[src/rtl/rand_arb_pkg.sv]
// rand_arb_pkg: shared widths, LFSR constants and helpers for the random-share arbiter
package rand_arb_pkg;
    localparam int RAND_W = 32;
    localparam logic [RAND_W-1:0] LFSR_TAPS = 32'h80200003;
    localparam logic [RAND_W-1:0] LFSR_ONE = 32'h1;

    function automatic logic [RAND_W-1:0] lfsr_next(input logic [RAND_W-1:0] s);
        return s[0] ? (s >> 1) ^ LFSR_TAPS : s >> 1;
    endfunction

    // A zero seed would lock the Galois LFSR, so it is remapped to one
    function automatic logic [RAND_W-1:0] seed_fix(input logic [RAND_W-1:0] s);
        return (s == '0) ? LFSR_ONE : s;
    endfunction

    function automatic int ptr_w(input int n);
        return $clog2(n);
    endfunction
endpackage

[src/rtl/rand_lfsr32.sv]
// rand_lfsr32: 32-bit Galois LFSR with reseed port; load takes priority over advance
module rand_lfsr32
    import rand_arb_pkg::*;
#(
    parameter logic [31:0] SEED = 32'h00000001
) (
    input  logic              CLK,
    input  logic              RESET,
    input  logic              ADV,
    input  logic              LOAD,
    input  logic [RAND_W-1:0] LOAD_VAL,
    output logic [RAND_W-1:0] Q
);
    always_ff @(posedge CLK or posedge RESET) begin
        if (RESET)
            Q <= seed_fix(SEED);
        else if (LOAD)
            Q <= seed_fix(LOAD_VAL);
        else if (ADV)
            Q <= lfsr_next(Q);
    end
endmodule

[src/rtl/rand_share_arbiter.sv]
// rand_share_arbiter: round-robin sharing of one LFSR among NUM_REQ requesters,
// each with a one-entry response buffer
module rand_share_arbiter
    import rand_arb_pkg::*;
#(
    parameter int          NUM_REQ = 4,
    parameter logic [31:0] SEED    = 32'h00000001
) (
    input  logic                      CLK,
    input  logic                      RESET,
    input  logic [NUM_REQ-1:0]        REQ_WRITE,
    output logic [NUM_REQ-1:0]        REQ_ACCEPT,
    output logic [RAND_W*NUM_REQ-1:0] RESP_READ,
    output logic [NUM_REQ-1:0]        RESP_READ_VALID,
    input  logic [NUM_REQ-1:0]        RESP_DEQ,
    input  logic                      SEED_LOAD,
    input  logic [RAND_W-1:0]         SEED_VALUE,
    output logic                      DONE
);
    localparam int PW = ptr_w(NUM_REQ);

    logic [PW-1:0]      ptr;
    logic [PW-1:0]      win;
    logic [PW-1:0]      idx;
    logic               found;
    logic [NUM_REQ-1:0] elig;
    logic [RAND_W-1:0]  lfsr;

    // A full buffer may be refilled in the same cycle it is dequeued
    assign elig = REQ_WRITE & (~RESP_READ_VALID | RESP_DEQ);

    always_comb begin
        found = 1'b0;
        win = ptr;
        idx = '0;
        for (int k = 1; k <= NUM_REQ; k++) begin
            idx = PW'((int'(ptr) + k) % NUM_REQ);
            if (!found && elig[idx]) begin
                found = 1'b1;
                win = idx;
            end
        end
    end

    // Reset suppresses grants asynchronously so no request is taken while buffers are dropped
    assign REQ_ACCEPT = (found && !SEED_LOAD && !RESET) ? NUM_REQ'(1) << win : '0;
    assign DONE = ~|REQ_WRITE && ~|RESP_READ_VALID;

    rand_lfsr32 #(.SEED(SEED)) u_lfsr (
        .CLK      (CLK),
        .RESET    (RESET),
        .ADV      (|REQ_ACCEPT),
        .LOAD     (SEED_LOAD),
        .LOAD_VAL (SEED_VALUE),
        .Q        (lfsr)
    );

    always_ff @(posedge CLK or posedge RESET) begin
        if (RESET) begin
            ptr <= PW'(NUM_REQ - 1);
            RESP_READ <= '0;
            RESP_READ_VALID <= '0;
        end else begin
            for (int i = 0; i < NUM_REQ; i++) begin
                if (REQ_ACCEPT[i]) begin
                    RESP_READ[RAND_W*i +: RAND_W] <= lfsr;
                    RESP_READ_VALID[i] <= 1'b1;
                end else if (RESP_DEQ[i]) begin
                    RESP_READ_VALID[i] <= 1'b0;
                end
            end
            if (|REQ_ACCEPT)
                ptr <= win;
        end
    end
endmodule

[config.mk]
export PLATFORM = sky130hd
export DESIGN_NAME = rand_share_arbiter
export DESIGN_NICKNAME = d
export VERILOG_FILES = /design/src/rtl/rand_arb_pkg.sv /design/src/rtl/rand_lfsr32.sv /design/src/rtl/rand_share_arbiter.sv
export SDC_FILE = /design/constraint.sdc
export NUM_CORES = 1
export LEC_CHECK = 0
export ABC_AREA = 1
export CAP_MARGIN = 20
export CORE_ASPECT_RATIO = 0.8
export CORE_UTILIZATION = 25
export CTS_CLUSTER_DIAMETER = 30
export DETAILED_ROUTE_END_ITERATION = 10
export GPL_ROUTABILITY_DRIVEN = 1
export HOLD_SLACK_MARGIN = 0.06
export MAX_ROUTING_LAYER = met4
export PLACE_DENSITY_LB_ADDON = 0.1
export SETUP_SLACK_MARGIN = 0.15
export SYNTH_ARGS = -nofsm -noshare
export SYNTH_HDL_FRONTEND = slang
export SYNTH_HIERARCHICAL = 1
export SYNTH_SLANG_ARGS = --single-unit
[constraint.sdc]
create_clock -name CLK -period 5.2 [get_ports CLK]
set_input_delay 1.56 -clock CLK [delete_from_list [all_inputs] [get_ports CLK]]
set_output_delay 1.56 -clock CLK [all_outputs]
set_load 0.02 [all_outputs]
==> impl_metrics.csv <==
group,metric,value,unit
run_status,status,"complete, no violations",
layout,drive_gt1_frac,0.0937,
logic_synthesis,seq_area_frac_synth,0.545,
floorplan,dieArea,31200,sq um
global_routing,grt_pass1_wl,41.2,mm
clocking,post-cts-setup-buffer-count,0,
worst_setup_path,r2r_start,"ptr[0]",
layout,finalInstanceArea,10400,sq um
worst_setup_path,cp.required,3.64,ns
clocking,clock-root-buffer,"clkbuf_16",
route,drt_iter0_drc,388,
route,vias,6484,
clocking,clkLatencyLatePin,0.43,ns
floorplan,std_cell_rows,56,
global_routing,gr-total-overflow,0,
sta,period_minus_slack,4.90,ns
global_routing,grt.total_usage,0.182,
logic_synthesis,syn_area,7630,sq um
worst_setup_path,crit_path_start,"RESP_DEQ[3]",
layout,layout_common_cells,"nand2_1, clkdlybuf4s50_1, dfrtp_1",
worst_setup_path,end_kind,"output port",
route,first_pass_iters,4,
sta,rsz0062_at_grt,"true",
worst_setup_path,start_kind,"input port",
global_routing,grt_max_degree,73,
sta,fmax,204,MHz
min_path,min_path_type,"flop to flop",
min_path,hp-start,"RESP_READ[120]",
logic_synthesis,avgSynthCellArea,8.51,sq um
placed_design,dpl_cell_area,9770,sq um
floorplan,core_area,29600,sq um
floorplan,ios,180,
layout,syn2layout_area_growth,35.8,%
placed_design,hpwl,16.9,mm
sta,fin_ws,0.296,ns
global_routing,grt_pass1_vias,6693,
sta,fin_crit_sh,0.943,
clocking,clockBufferDepth,2,
layout,mostFrequentLayoutCell,"nand2_1",
logic_synthesis,ys_seq_elements,166,
layout,fin_nets,1108,
route,avgViaCountPerCell,4.37,
global_routing,antenna_found_initial,1,
pwr,p_leak,0.00495,uW
logic_synthesis,synth_cells,896,
sta,finalHoldViolations,0,
placed_design,gp_congestion,0.800,
placed_design,dpl_worst_slack,-0.113,ns
route,totalWireLength,26.4,mm
worst_setup_path,r2r_slack,2.05,ns
clocking,htreeDepth,4,
run,cap_violations,0,
worst_setup_path,worstPathArrival,3.34,ns
logic_synthesis,mappedNetlistNets,939,
logic_synthesis,synth_warnings,6,
clocking,cts_num_sinks,166,
pwr,ir_drop,0.466,mV
sta,worst_pin_slew,0.990,ns
floorplan,die_x,197,um
sta,finalSetupViolations,0,
layout,multi_input_comb_area,2880,sq um
layout,num-fill-cells,3131,
floorplan,start_util,0.257,
worst_setup_path,worst-path-max-fanout,6,
pwr,power_density,707,nW/um^2
sta,slew_headroom,0.340,
sta,maxSlewViolCount,0,
worst_setup_path,criticalPathCategory,"input port to output port",
clocking,path_clk_slew,0.06,ns
placed_design,place.port_buffers,179,
clocking,cts_tree,"built",
route,drt-wirelength-per-cell,17.8,um
clocking,numCtsBuffers,17,
floorplan,die-height,158,um
sta,fin_skew,0.00868,ns
logic_synthesis,synth.distinct_cells,28,
route,postRouteAntennaNets,0,
layout,seqCellArea,4160,sq um
layout,fin_util,0.350,
route,drc,0,
[worst max-delay path, stage by stage]
cell,delay [ns]
clkdlybuf4s50_1,0.46
inv_1,0.04
nand2_1,0.09
nand3_1,0.10
nand3_1,0.11
nand2_1,0.15
nand4_1,0.13
nand2_1,0.12
nor2_4,0.20
nand3_2,0.15
inv_2,0.07
clkbuf_2,0.16
[power breakdown]
group	total, uW	internal (uW)	switching [uW]
sequential	2200	1800	394
clock	1320	741	577
combinational	3800	1410	2400
total	7320	3950	3370
[state kept, by name, summed over array words and instances, names as in the netlist]
register         flops
RESP_READ          128
u_lfsr/Q            32
RESP_READ_VALID      4
ptr                  2
[what timing repair did]
action                                  CTS  global route
gates resized for setup                   4            10
endpoints found under the setup margin    4             4
hold buffers                              0             0
[area by class of cell]
type	instances	share of cell area
Sequential cell	166	0.401
Multi-Input combinational cell	617	0.278
Clock inverter	13	0.0143
Clock buffer	19	0.0437
Antenna cell	1	0.000242
Tap cell	406	0.0490
Timing Repair Buffer	208	0.193
Inverter	55	0.0208
[cells in the mapped netlist]
library cell	instances	area share
a21boi_1	1	0.00098
a21oi_1	32	0.021
a22oi_1	2	0.0020
a31oi_2	2	0.0033
and2_1	1	0.00082
buf_2	33	0.022
buf_4	4	0.0039
buf_6	18	0.027
clkbuf_1	3	0.0015
dfrtp_1	163	0.53
dfstp_2	3	0.010
inv_1	45	0.022
inv_2	8	0.0039
inv_4	2	0.0016
nand2_1	295	0.15
nand2_2	3	0.0025
nand2_4	5	0.0074
nand3_1	145	0.095
nand3_2	3	0.0039
nand3_4	1	0.0023
nand4_1	3	0.0025
nor2_1	52	0.026
nor2_4	3	0.0044
nor4_1	2	0.0016
o21ai_0	10	0.0066
o21ai_1	24	0.016
o21bai_1	32	0.031
xnor2_1	1	0.0011
[kinds of logic after synthesis]
family | Yosys count | share of synthesized area
and+or+nand+nor | 513 | 0.291
buffers and inverters | 113 | 0.0814
AOI/OAI and AO/OA | 103 | 0.0810
DFF | 166 | 0.545
xor gates and xnor gates | 1 | 0.00115
[final timing paths]
check / end / cells after the start
max in group asynchronous: RESP_READ[15] / 4
max reg2reg: RESP_READ[74] / 14
min: RESP_READ[120] / 2
min reg2reg: RESP_READ[120] / 2
min in group asynchronous: u_lfsr/Q[31] / 4
max: REQ_ACCEPT[1] / 12
[through the flow]
step,hold WS [ns],instances,setup TNS (ns),power (uW)
finish,0.469,1485,0,7320
CTS,0.476,1484,0,7440
global placement,0.454,1452,-0.458,6100
detailed placement,0.459,1452,-0.417,6110
global route,0.496,1485,0,7840
floorplan,0.493,896,0,4440
[routing by layer]
| layer | global-route usage | vias up | routed length, um |
|---|---|---|---|
| met5 | - | - | 0 |
| met4 | 0.0377 | 0 | 178 |
| met3 | 0.0460 | 13 | 1290 |
| met2 | 0.270 | 127 | 11800 |
| met1 | 0.251 | 3108 | 13100 |
| li1 | - | 3236 | - |
Note: power is estimated with default switching activity, not from simulation.
